File: config.mk
export PLATFORM = sky130hd
export DESIGN_NAME = bf16_dot_cim_seq
export DESIGN_NICKNAME = d
export VERILOG_FILES = /design/src/rtl/bf16_cim_pkg.sv /design/src/rtl/bf16_lzd.sv /design/src/rtl/bf16_dot_cim_seq.sv
export SDC_FILE = /design/constraint.sdc
export NUM_CORES = 1
export LEC_CHECK = 0
export BUFFER_PORTS_ARGS = -buffer_cell sky130_fd_sc_hd__buf_2
export CAP_MARGIN = 20
export CORE_ASPECT_RATIO = 2
export CORE_MARGIN = 10
export CORE_UTILIZATION = 30
export CTS_BUF_LIST = sky130_fd_sc_hd__clkbuf_8 sky130_fd_sc_hd__clkbuf_16
export CTS_CLUSTER_SIZE = 25
export DETAILED_ROUTE_END_ITERATION = 16
export GPL_TIMING_DRIVEN = 0
export PLACE_DENSITY_LB_ADDON = 0.2
export SLEW_MARGIN = 20
export SYNTH_ARGS = -nofsm -noshare
export SYNTH_HDL_FRONTEND = slang
export SYNTH_SLANG_ARGS = --single-unit
File: constraint.sdc
create_clock -name clk -period 20 [get_ports clk]
set_input_delay 0 -clock clk [delete_from_list [all_inputs] [get_ports clk]]
set_output_delay 0 -clock clk [all_outputs]
set_load 0.01 [all_outputs]
File: src/rtl/bf16_cim_pkg.sv
// Shared definitions for the BF16 CIM dot-product path: format constants,
// sequencer state encoding and the operand unpack helper.
package bf16_cim_pkg;

    localparam int          BF16_BIAS = 127;
    localparam logic [15:0] BF16_QNAN = 16'h7FC0;
    localparam int          EXP_W     = 8;
    localparam int          MANT_W    = 7;

    typedef enum logic [2:0] {
        ST_IDLE   = 3'd0,
        ST_MAXEXP = 3'd1,
        ST_ACC    = 3'd2,
        ST_NORM   = 3'd3,
        ST_OUT    = 3'd4
    } state_e;

    typedef struct packed {
        logic              sign;
        logic [EXP_W-1:0]  exp;
        logic [MANT_W:0]   mant;   // hidden bit included
    } bf16_unp_t;

    function automatic bf16_unp_t bf16_unpack(input logic [15:0] v);
        bf16_unp_t r;
        r.sign = v[15];
        r.exp  = v[14:7];
        r.mant = {(v[14:7] != 8'h00), v[6:0]};
        return r;
    endfunction

endpackage

File: src/rtl/bf16_lzd.sv
// Combinational leading-one detector: index of the highest set bit and an
// all-zero flag.
module bf16_lzd #(
    parameter int W = 8
) (
    input  logic [W-1:0]                     i_data,
    output logic [((W>1)?$clog2(W):1)-1:0]   o_idx,
    output logic                             o_zero
);

    localparam int IW = (W > 1) ? $clog2(W) : 1;

    logic [IW-1:0] w_idx;

    // Scan upward so the highest set bit is the last one to win.
    always_comb begin
        w_idx = '0;
        for (int i = 0; i < W; i++) begin
            w_idx = i_data[i] ? IW'(i) : w_idx;
        end
    end

    assign o_idx  = w_idx;
    assign o_zero = (i_data == '0);

endmodule

File: src/rtl/bf16_dot_cim_seq.sv
// Serial N-lane BF16 dot product: products aligned to the largest product
// exponent, accumulated one lane per cycle, then normalised to one BF16.
module bf16_dot_cim_seq
    import bf16_cim_pkg::*;
#(
    parameter int N     = 4,
    parameter int GUARD = 3
) (
    input  logic            clk,
    input  logic            rst_n,
    input  logic            in_valid,
    output logic            in_ready,
    input  logic [16*N-1:0] bf16_a,
    input  logic [16*N-1:0] bf16_b,
    output logic            out_valid,
    input  logic            out_ready,
    output logic [15:0]     dot_out
);

    localparam int PW    = 16 + GUARD;
    localparam int ACC_W = PW + 1 + $clog2(N);
    localparam int FRAC  = 14 + GUARD;
    localparam int CW    = (N > 1) ? $clog2(N) : 1;
    localparam int IW    = (ACC_W > 1) ? $clog2(ACC_W) : 1;

    state_e             r_state;
    state_e             w_state_nxt;
    logic [16*N-1:0]    r_a;
    logic [16*N-1:0]    r_b;
    logic [8:0]         r_maxpe;
    logic               r_nz;
    logic               r_special;
    logic [ACC_W-1:0]   r_acc;
    logic [CW-1:0]      r_cnt;
    logic               r_in_ready;
    logic               r_out_valid;
    logic [15:0]        r_dot_out;

    logic               w_accept;
    logic [8:0]         w_maxpe;
    logic               w_nz;
    logic               w_special;
    logic [EXP_W-1:0]   w_ea;
    logic [EXP_W-1:0]   w_eb;
    logic [8:0]         w_pe_i;
    logic               w_lane_nz;

    bf16_unp_t          w_ua;
    bf16_unp_t          w_ub;
    logic [8:0]         w_pe;
    logic [8:0]         w_shift;
    logic [15:0]        w_prod;
    logic [PW-1:0]      w_prod_g;
    logic [PW-1:0]      w_mag;
    logic [ACC_W-1:0]   w_mag_ext;
    logic [ACC_W-1:0]   w_term;

    logic [ACC_W-1:0]   w_abs;
    logic [IW-1:0]      w_p;
    logic               w_zero;
    logic signed [11:0] w_e;
    logic [MANT_W-1:0]  w_mant;
    logic               w_sign;
    logic [15:0]        w_result;

    assign w_accept  = in_valid & r_in_ready & (r_state == ST_IDLE);
    assign in_ready  = r_in_ready;
    assign out_valid = r_out_valid;
    assign dot_out   = r_dot_out;

    // Sequencer next-state decode.
    always_comb begin
        w_state_nxt = r_state;
        case (r_state)
            ST_IDLE: begin
                if (w_accept) w_state_nxt = ST_MAXEXP;
                else          w_state_nxt = ST_IDLE;
            end
            ST_MAXEXP: w_state_nxt = ST_ACC;
            ST_ACC: begin
                if (r_cnt == CW'(N-1)) w_state_nxt = ST_NORM;
                else                   w_state_nxt = ST_ACC;
            end
            ST_NORM: w_state_nxt = ST_OUT;
            ST_OUT: begin
                if (out_ready) w_state_nxt = ST_IDLE;
                else           w_state_nxt = ST_OUT;
            end
            default: w_state_nxt = ST_IDLE;
        endcase
    end

    // Largest product exponent over lanes with both operands non-zero.
    always_comb begin
        w_maxpe   = 9'd0;
        w_nz      = 1'b0;
        w_special = 1'b0;
        w_ea      = 8'h00;
        w_eb      = 8'h00;
        w_pe_i    = 9'd0;
        w_lane_nz = 1'b0;
        for (int i = 0; i < N; i++) begin
            w_ea      = r_a[16*(N-i)-2 -: 8];
            w_eb      = r_b[16*(N-i)-2 -: 8];
            w_pe_i    = {1'b0, w_ea} + {1'b0, w_eb};
            w_lane_nz = (w_ea != 8'h00) && (w_eb != 8'h00);
            w_maxpe   = (w_lane_nz && (w_pe_i > w_maxpe)) ? w_pe_i : w_maxpe;
            w_nz      = w_nz | w_lane_nz;
            w_special = w_special | (w_ea == 8'hFF) | (w_eb == 8'hFF);
        end
    end

    // Current lane's product, aligned to the maximum product exponent.
    assign w_ua      = bf16_unpack(r_a[16*(N-1-int'(r_cnt)) +: 16]);
    assign w_ub      = bf16_unpack(r_b[16*(N-1-int'(r_cnt)) +: 16]);
    assign w_pe      = {1'b0, w_ua.exp} + {1'b0, w_ub.exp};
    assign w_shift   = r_maxpe - w_pe;
    assign w_prod    = 16'(w_ua.mant) * 16'(w_ub.mant);
    assign w_prod_g  = PW'(w_prod) << GUARD;
    assign w_mag     = ((w_ua.exp == 8'h00) || (w_ub.exp == 8'h00) || (w_shift >= 9'(PW)))
                       ? '0 : (w_prod_g >> w_shift);
    assign w_mag_ext = ACC_W'(w_mag);
    assign w_term    = (w_ua.sign ^ w_ub.sign) ? (-w_mag_ext) : w_mag_ext;

    assign w_sign = r_acc[ACC_W-1];
    assign w_abs  = w_sign ? (-r_acc) : r_acc;

    bf16_lzd #(.W(ACC_W)) u_lzd (
        .i_data (w_abs),
        .o_idx  (w_p),
        .o_zero (w_zero)
    );

    // Normalise the accumulator and pack the BF16 result.
    always_comb begin
        w_e = 12'(r_maxpe) - 12'(BF16_BIAS) + 12'(w_p) - 12'(FRAC);
        if (w_p >= IW'(MANT_W)) begin
            w_mant = MANT_W'(w_abs >> (w_p - IW'(MANT_W)));
        end else begin
            w_mant = MANT_W'(w_abs << (IW'(MANT_W) - w_p));
        end
        if (r_special) begin
            w_result = BF16_QNAN;
        end else if (w_zero || !r_nz) begin
            w_result = 16'h0000;
        end else if (w_e <= 12'sd0) begin
            w_result = {w_sign, 15'h0000};
        end else if (w_e >= 12'sd255) begin
            w_result = {w_sign, 8'hFF, 7'h00};
        end else begin
            w_result = {w_sign, w_e[7:0], w_mant};
        end
    end

    // State register and registered handshake outputs.
    always_ff @(posedge clk or negedge rst_n) begin
        if (!rst_n) begin
            r_state     <= ST_IDLE;
            r_in_ready  <= 1'b1;
            r_out_valid <= 1'b0;
        end else begin
            r_state     <= w_state_nxt;
            r_in_ready  <= (w_state_nxt == ST_IDLE);
            r_out_valid <= (w_state_nxt == ST_OUT);
        end
    end

    // Operand capture, exponent scan results, MAC and result register.
    always_ff @(posedge clk or negedge rst_n) begin
        if (!rst_n) begin
            r_a       <= '0;
            r_b       <= '0;
            r_maxpe   <= 9'd0;
            r_nz      <= 1'b0;
            r_special <= 1'b0;
            r_acc     <= '0;
            r_cnt     <= '0;
            r_dot_out <= 16'h0000;
        end else begin
            if (w_accept) begin
                r_a   <= bf16_a;
                r_b   <= bf16_b;
                r_acc <= '0;
                r_cnt <= '0;
            end else if (r_state == ST_ACC) begin
                r_acc <= r_acc + w_term;
                r_cnt <= r_cnt + CW'(1);
            end
            if (r_state == ST_MAXEXP) begin
                r_maxpe   <= w_maxpe;
                r_nz      <= w_nz;
                r_special <= w_special;
            end
            if (r_state == ST_NORM) begin
                r_dot_out <= w_result;
            end
        end
    end

endmodule

# Word-level counts from Yosys, hierarchy flattened
# Index checks and enable logic that the tools add are counted.
# Widths: inputs -> output; s select.
dict set report op_classes {
  addsub 16
  multipliers 1
  n_lt_le_gt_ge 8
  eq_ne 14
  n_shift 5
  mux 41
  bitwise 13
  n_reduce_logical 28
}
# op count
set op_table {}
lappend op_table {{$shiftx 64x7->16} 2}
lappend op_table {{$mux 5} 20}
lappend op_table {{$mux 22} 4}
lappend op_table {{$reduce_bool 8->1} 10}
lappend op_table {{$eq 8x8->1 const B} 8}
lappend op_table {{$add 8x8->9} 5}
lappend op_table {{$mux 9} 4}
lappend op_table {{$mux 16} 2}
lappend op_table {{$mux 15} 2}
lappend op_table {{$gt 9x9->1} 3}
lappend op_table {{$add 22x22->22} 1}
lappend op_table {{$logic_not 22->1} 1}
lappend op_table {{$neg 19->22} 1}
lappend op_table {{$neg 22->22} 1}
lappend op_table {{$shl 22x5->7} 1}
lappend op_table {{$shr 22x5->7} 1}
lappend op_table {{$mux 19} 1}
lappend op_table {{$shr 19x9->19} 1}
lappend op_table {{$logic_not 8->1} 2}
lappend op_table {{$mul 8x8->16} 1}
lappend op_table {{$pmux 3 s5} 1}
lappend op_table {{$ge 12x9->1 const B} 1}
lappend op_table {{$le 12x1->1 const B} 1}
lappend op_table {{$sub 11x6->12 const B} 1}
lappend op_table {{26 further kinds} 51}
dict set report word_totals {
  register_bits 184
  input_bits 132
  out_inout_bits 18
  word_cells 137
}

# Logic depth before layout (Yosys ltp)
dict set report depth {
  word_depth 30
  mapped_depth 53
  ltp_nobuf 50
}

# Hierarchy
# A second synthesis with hierarchy kept.
dict set report hier_totals {
  hier_cells 1978
  hier_area_um2 18086.1
}
# module n_inst cells_per_inst area_each_um2 seq_area_each_um2
set modules_own_cells {}
lappend modules_own_cells {bf16_dot_cim_seq 1 1938 17853.4 4605.7}
lappend modules_own_cells {bf16_lzd 1 40 232.7 0.0}

# Least setup slack after synthesis
# Ideal clock, no wire load.
dict set report synth_path {
  path_kind {register -> register}
  from {register r_cnt[0]}
  to {register r_acc[21]}
  setup_time_ps 79
  t_arrival_ps 9798
  t_required_ps 19921
  setup_slack_ps 10123
  stages_incl_launch_ff 38
  path_buffers 2
  synth_period_minus_slack_ps 9877
  path_cell_list {dfrtp_1 -> buf_2 -> buf_2 -> mux4_2 -> or4_1 -> o21ai_0 -> fa_1 -> fa_1 -> inv_1 -> fa_1 -> inv_1 -> fa_1 -> inv_1 -> ha_1 -> o21ai_0 -> o21ai_0 -> a2111oi_0 -> nor3_1 -> [... 2 more ...] -> o311ai_1 -> a21oi_1 -> or2_2 -> nor3b_1 -> nor2_1 -> xnor2_1 -> ha_1 -> nand2_1 -> nor2_1 -> a31oi_1 -> o31ai_1 -> o41ai_1 -> o21ai_0 -> o41ai_1 -> nor3_1 -> a211o_1 -> nor3_1 -> mux2i_1}
}
dict set report synth_between {
  elab_chain_len 12
  elab_cells_between_ends 21
  classes_between {5 x add/sub; 1 x mul; 1 x order compare; 3 x shift; 4 x mux; 1 x bitwise; 6 x reduce/logical}
}
# element line
set synth_rtl {}
lappend synth_rtl {{start: declaration} bf16_dot_cim_seq.sv:34} ;# logic [CW-1:0] r_cnt;
lappend synth_rtl {{start signal: assignment} bf16_dot_cim_seq.sv:187} ;# r_cnt <= r_cnt + CW'(1);
lappend synth_rtl {{$sub 2x2->3 *} {bf16_dot_cim_seq.sv:114, bf16_dot_cim_seq.sv:115}}
lappend synth_rtl {{branches (longest 7 deep; another with $neg 19->22)} --}
lappend synth_rtl {{$mux 22 *} bf16_dot_cim_seq.sv:123} ;# assign w_term = (w_ua.sign ^ w_ub.sign) ? (-w_mag_ext) : w_mag_ext;
lappend synth_rtl {{$add 22x22->22 *} bf16_dot_cim_seq.sv:186} ;# r_acc <= r_acc + w_term;
lappend synth_rtl {{$mux 22 *} bf16_dot_cim_seq.sv:185} ;# end else if (r_state == ST_ACC) begin
lappend synth_rtl {{$mux 22 *} bf16_dot_cim_seq.sv:180} ;# if (w_accept) begin
lappend synth_rtl {{end signal: assignment} bf16_dot_cim_seq.sv:186}
lappend synth_rtl {{end: declaration} bf16_dot_cim_seq.sv:33} ;# logic [ACC_W-1:0] r_acc;
# Mark *: on every way between the ends. The select of a mux whose other input is x is not followed.
# A chain may end at the register's enable or synchronous reset.

# Final worst setup path
dict set report layout_path {
  from {register r_cnt[1]}
  to {register r_acc[21]}
}
# The elaborated chain is that of the path after synthesis.

==> out/qor.yml <==
placeableCoreArea_um2: 61660
die_y_um: 372.5
syn_to_final_growth_pct: 19.71
critical_path_startpoint_category: "flop"
main_area_contributors_after_synthesis: "sky130_fd_sc_hd__dfrtp_1 (25%), sky130_fd_sc_hd__ha_1 (10%), sky130_fd_sc_hd__mux2_2 (8.6%), sky130_fd_sc_hd__fa_1 (5.4%), sky130_fd_sc_hd__mux4_2 (4.7%)"
post_drt_wl_per_cell_um: 22.16
cp-startpoint: "r_cnt[1]"
worst_path_largest_cell_delay_ns: 0.86
placementRows: 129
multi_input_comb_area_um2: 13120
ys_types: 107
synth.most_common_cell: "sky130_fd_sc_hd__dfrtp_1"
ys.warnings.count: 0
cts_root_buffer: "sky130_fd_sc_hd__clkbuf_16"
fraction_of_final_layout_cells_sized_beyond_drive_strength_1_pct: 18.33
timing.final.setup_violations: 0
layout.filler_cells: 6317
grt_overflow_total: 0
place_congestion: 0.9497
final_min_period_over_clock_period_pct: 66.76
antenna_found_initial: 2
postSynthAreaPerCell_um2: 9.185
yosysSeqAreaShare_pct: 24.71
synthTopCellsByCount: "sky130_fd_sc_hd__dfrtp_1 (183), sky130_fd_sc_hd__nand2_1 (166), sky130_fd_sc_hd__ha_1 (152)"
critical_path.max_fanout: 10
drt.antenna.violating_nets: 0
dp.final_hpwl_mm: 58.31
first_pass_iters: 5
setup_tns_ns: 0
run_status: "complete, no violations"
slew_hr_pct: 27.41
synthesis.area_um2: 18640
ys_ff_latch: 184
crit_path_end_kind: "flop"
worst-r2r-cell-count: 36
tritoncts_num_sinks: 184
initial_core_util_pct: 30.22
slowest_stage: "sky130_fd_sc_hd__nor3_1"
nNetsFinal: 2662
number_of_h_tree_levels: 4
pre_cts_setup_slack_ns: 6.907
min-delay-path-class: "in2async"
worstPathArrival_ns: 13.75
path_class: "reg2reg"
register_area_um2: 4606
boundaryPins: 150
yosys.area.top_type: "sky130_fd_sc_hd__dfrtp_1"
setup_ws_ns: 6.648
dieWidth_um: 196.2
cts.clk_slew.worst_paths_ns: 0.09
rsz0062_at_grt: "false"
fin_skew_ns: 0.01980
finalWorstPathRequiredPeriod_ns: 13.35
synthCells: 2029
io_buffers: 149
clk-insertion-delay-late_ns: 0.48
grt_pass1_vias: 18210
maximum_number_of_pins_on_one_net_before_global_route_repair: 99
grtUsageTotal_pct: 18.77
rr_startpoint: "r_cnt[1]"
synth_fp_nets: 2363
synth_enable_flop_cells: 0
critical-path-top-cell-by-count: "sky130_fd_sc_hd__nor3_1"
vias_cell: 5.463
clock.fmax_mhz: 74.89
maxCapViolations: 0
design.die.area_um2: 73090
cts_buffers: 17
drc: 0
antenna_cells_inserted: 0
async_flop_share_pct: 100.0
via_count: 17080
tritoncts: "done"
timing.final.max_slew_violations: 0
cts.path.max_buffers: 2
regToRegEndpoint: "r_acc[21]"
drt_iter0_drc: 904
drt_wl_total_mm: 69.30
synth_largest_type_area_fraction_pct: 24.57
timing_hold_violations_final: 0
wire_length_of_the_first_global_routing_pass_mm: 106.5
timing_worst_slew_pin_value_ns: 1.089
r2r_setup_slack_ns: 6.65
cp_data_required_time_ns: 20.39
top_ff_cell_synth: "sky130_fd_sc_hd__dfrtp_1"
## routing by layer
metal | part of all wire [%] | up-vias | track usage, %
met3 | 3.4 | 183 | 2.362
met1 | 35 | 8346 | 17.81
met4 | 6.7 | 0 | 12.56
met5 | 0 | - | 0
li1 | - | 8045 | -
met2 | 55 | 509 | 36.57
## cell usage in the layout, fill, tap and decap left out, types with 8 or more instances in the layout
cell type                       synthesis  routed
sky130_fd_sc_hd__a21oi_1               96      96
sky130_fd_sc_hd__clkbuf_16              0      17
sky130_fd_sc_hd__clkbuf_1              70      70
sky130_fd_sc_hd__and2_1                38      38
sky130_fd_sc_hd__nor3_1                43      43
sky130_fd_sc_hd__buf_2                 10     159
sky130_fd_sc_hd__nand3_1               33      33
sky130_fd_sc_hd__o21bai_1              20      20
sky130_fd_sc_hd__o31ai_1               15      15
sky130_fd_sc_hd__buf_1                  9       8
sky130_fd_sc_hd__a21o_1                28      28
sky130_fd_sc_hd__nand2b_1              25      25
sky130_fd_sc_hd__dfrtp_1              183     183
sky130_fd_sc_hd__xor2_1                47      47
sky130_fd_sc_hd__xnor2_1               57      57
sky130_fd_sc_hd__o21a_1                34      34
sky130_fd_sc_hd__dlygate4sd3_1          0     130
sky130_fd_sc_hd__nor2b_1               28      28
sky130_fd_sc_hd__mux4_2                39      39
sky130_fd_sc_hd__fa_1                  50      50
sky130_fd_sc_hd__nand4_1               34      34
sky130_fd_sc_hd__o31a_1                 8       8
sky130_fd_sc_hd__ha_1                 152     152
sky130_fd_sc_hd__a211oi_1              29      29
sky130_fd_sc_hd__mux2i_1               42      42
sky130_fd_sc_hd__nand2_1              166     166
sky130_fd_sc_hd__o22ai_1               24      24
sky130_fd_sc_hd__mux2_2               142     142
sky130_fd_sc_hd__a31oi_1               22      22
sky130_fd_sc_hd__nor2_1               124     124
sky130_fd_sc_hd__o21ai_0               84      84
sky130_fd_sc_hd__or4_1                 13      13
sky130_fd_sc_hd__or2_2                 10      10
sky130_fd_sc_hd__or3_1                 11      11
sky130_fd_sc_hd__and3_1                11      11
sky130_fd_sc_hd__o211ai_1              21      21
sky130_fd_sc_hd__inv_1                130     130
sky130_fd_sc_hd__nor4_1                28      28
## cells by family after synthesis
family | share of synthesized area, %
compound gates | 17.32
xor+xnor | 5.062
fa+ha+maj | 15.58
buf+inv | 4.901
flops | 24.71
mux | 15.55
simple gates | 16.88
## timing repair
| action | in CTS | in global routing |
|---|---|---|
| gates resized for setup | 0 | 0 |
| hold buffers | 130 | 0 |
| hold endpoints to repair | 216 | 0 |
| endpoints found under the setup margin | 0 | 0 |
| buffers inserted | 0 | 0 |
## registers in the layout, summed over array words and instances (netlist names)
register and flops:
dot_out 16, r_acc 22, r_b 64, r_a 64, r_maxpe 9, in_ready 1
r_special 1, r_nz 1, r_cnt 2, out_valid 1, r_state 3
## critical path: cells and delay by family (launching register included)
| kind | cells | cell delay, ns |
|---|---|---|
| muxes | 2 | 0.79 |
| AOI/OAI and AO/OA | 14 | 4.65 |
| and+or+nand+nor | 8 | 2.76 |
| DFF | 1 | 0.39 |
| buffers and inverters | 6 | 1.78 |
| adders and majority gates | 6 | 2.87 |
## area by class of cell
class | instances | area share, %
buffer | 96 | 1.834
sequential | 184 | 20.64
tap | 786 | 4.408
clock buffer | 17 | 1.907
multi-input combinational | 1615 | 58.79
clock inverter | 15 | 0.8020
timing repair buffer | 280 | 9.344
inverter | 134 | 2.266
## through the flow
stage	cell area [um2]	utilization, %	cells	hold WS (ns)
floorplan	18640	-	2029	-0.2956
global placement	20360	33.03	2964	0.2332
detailed placement	20400	33.09	2965	0.05521
CTS	22310	36.18	3127	0.1138
global route	22310	36.18	3127	0.1661
finish	22310	36.18	3127	0.1005
## worst max path at each step
stage | end | slack [ns] | cells past startpoint
after floorplan | r_acc[21] | 10.12 | 37
after global placement | r_acc[21] | 7.10 | 36
after detailed placement | r_acc[21] | 6.91 | 36
after CTS | r_acc[21] | 6.87 | 36
after global routing | r_acc[21] | 6.09 | 36
final | r_acc[21] | 6.65 | 36
Power is not shown: default switching activity piles up to over one toggle a cycle in this logic, so the estimate is an artifact.
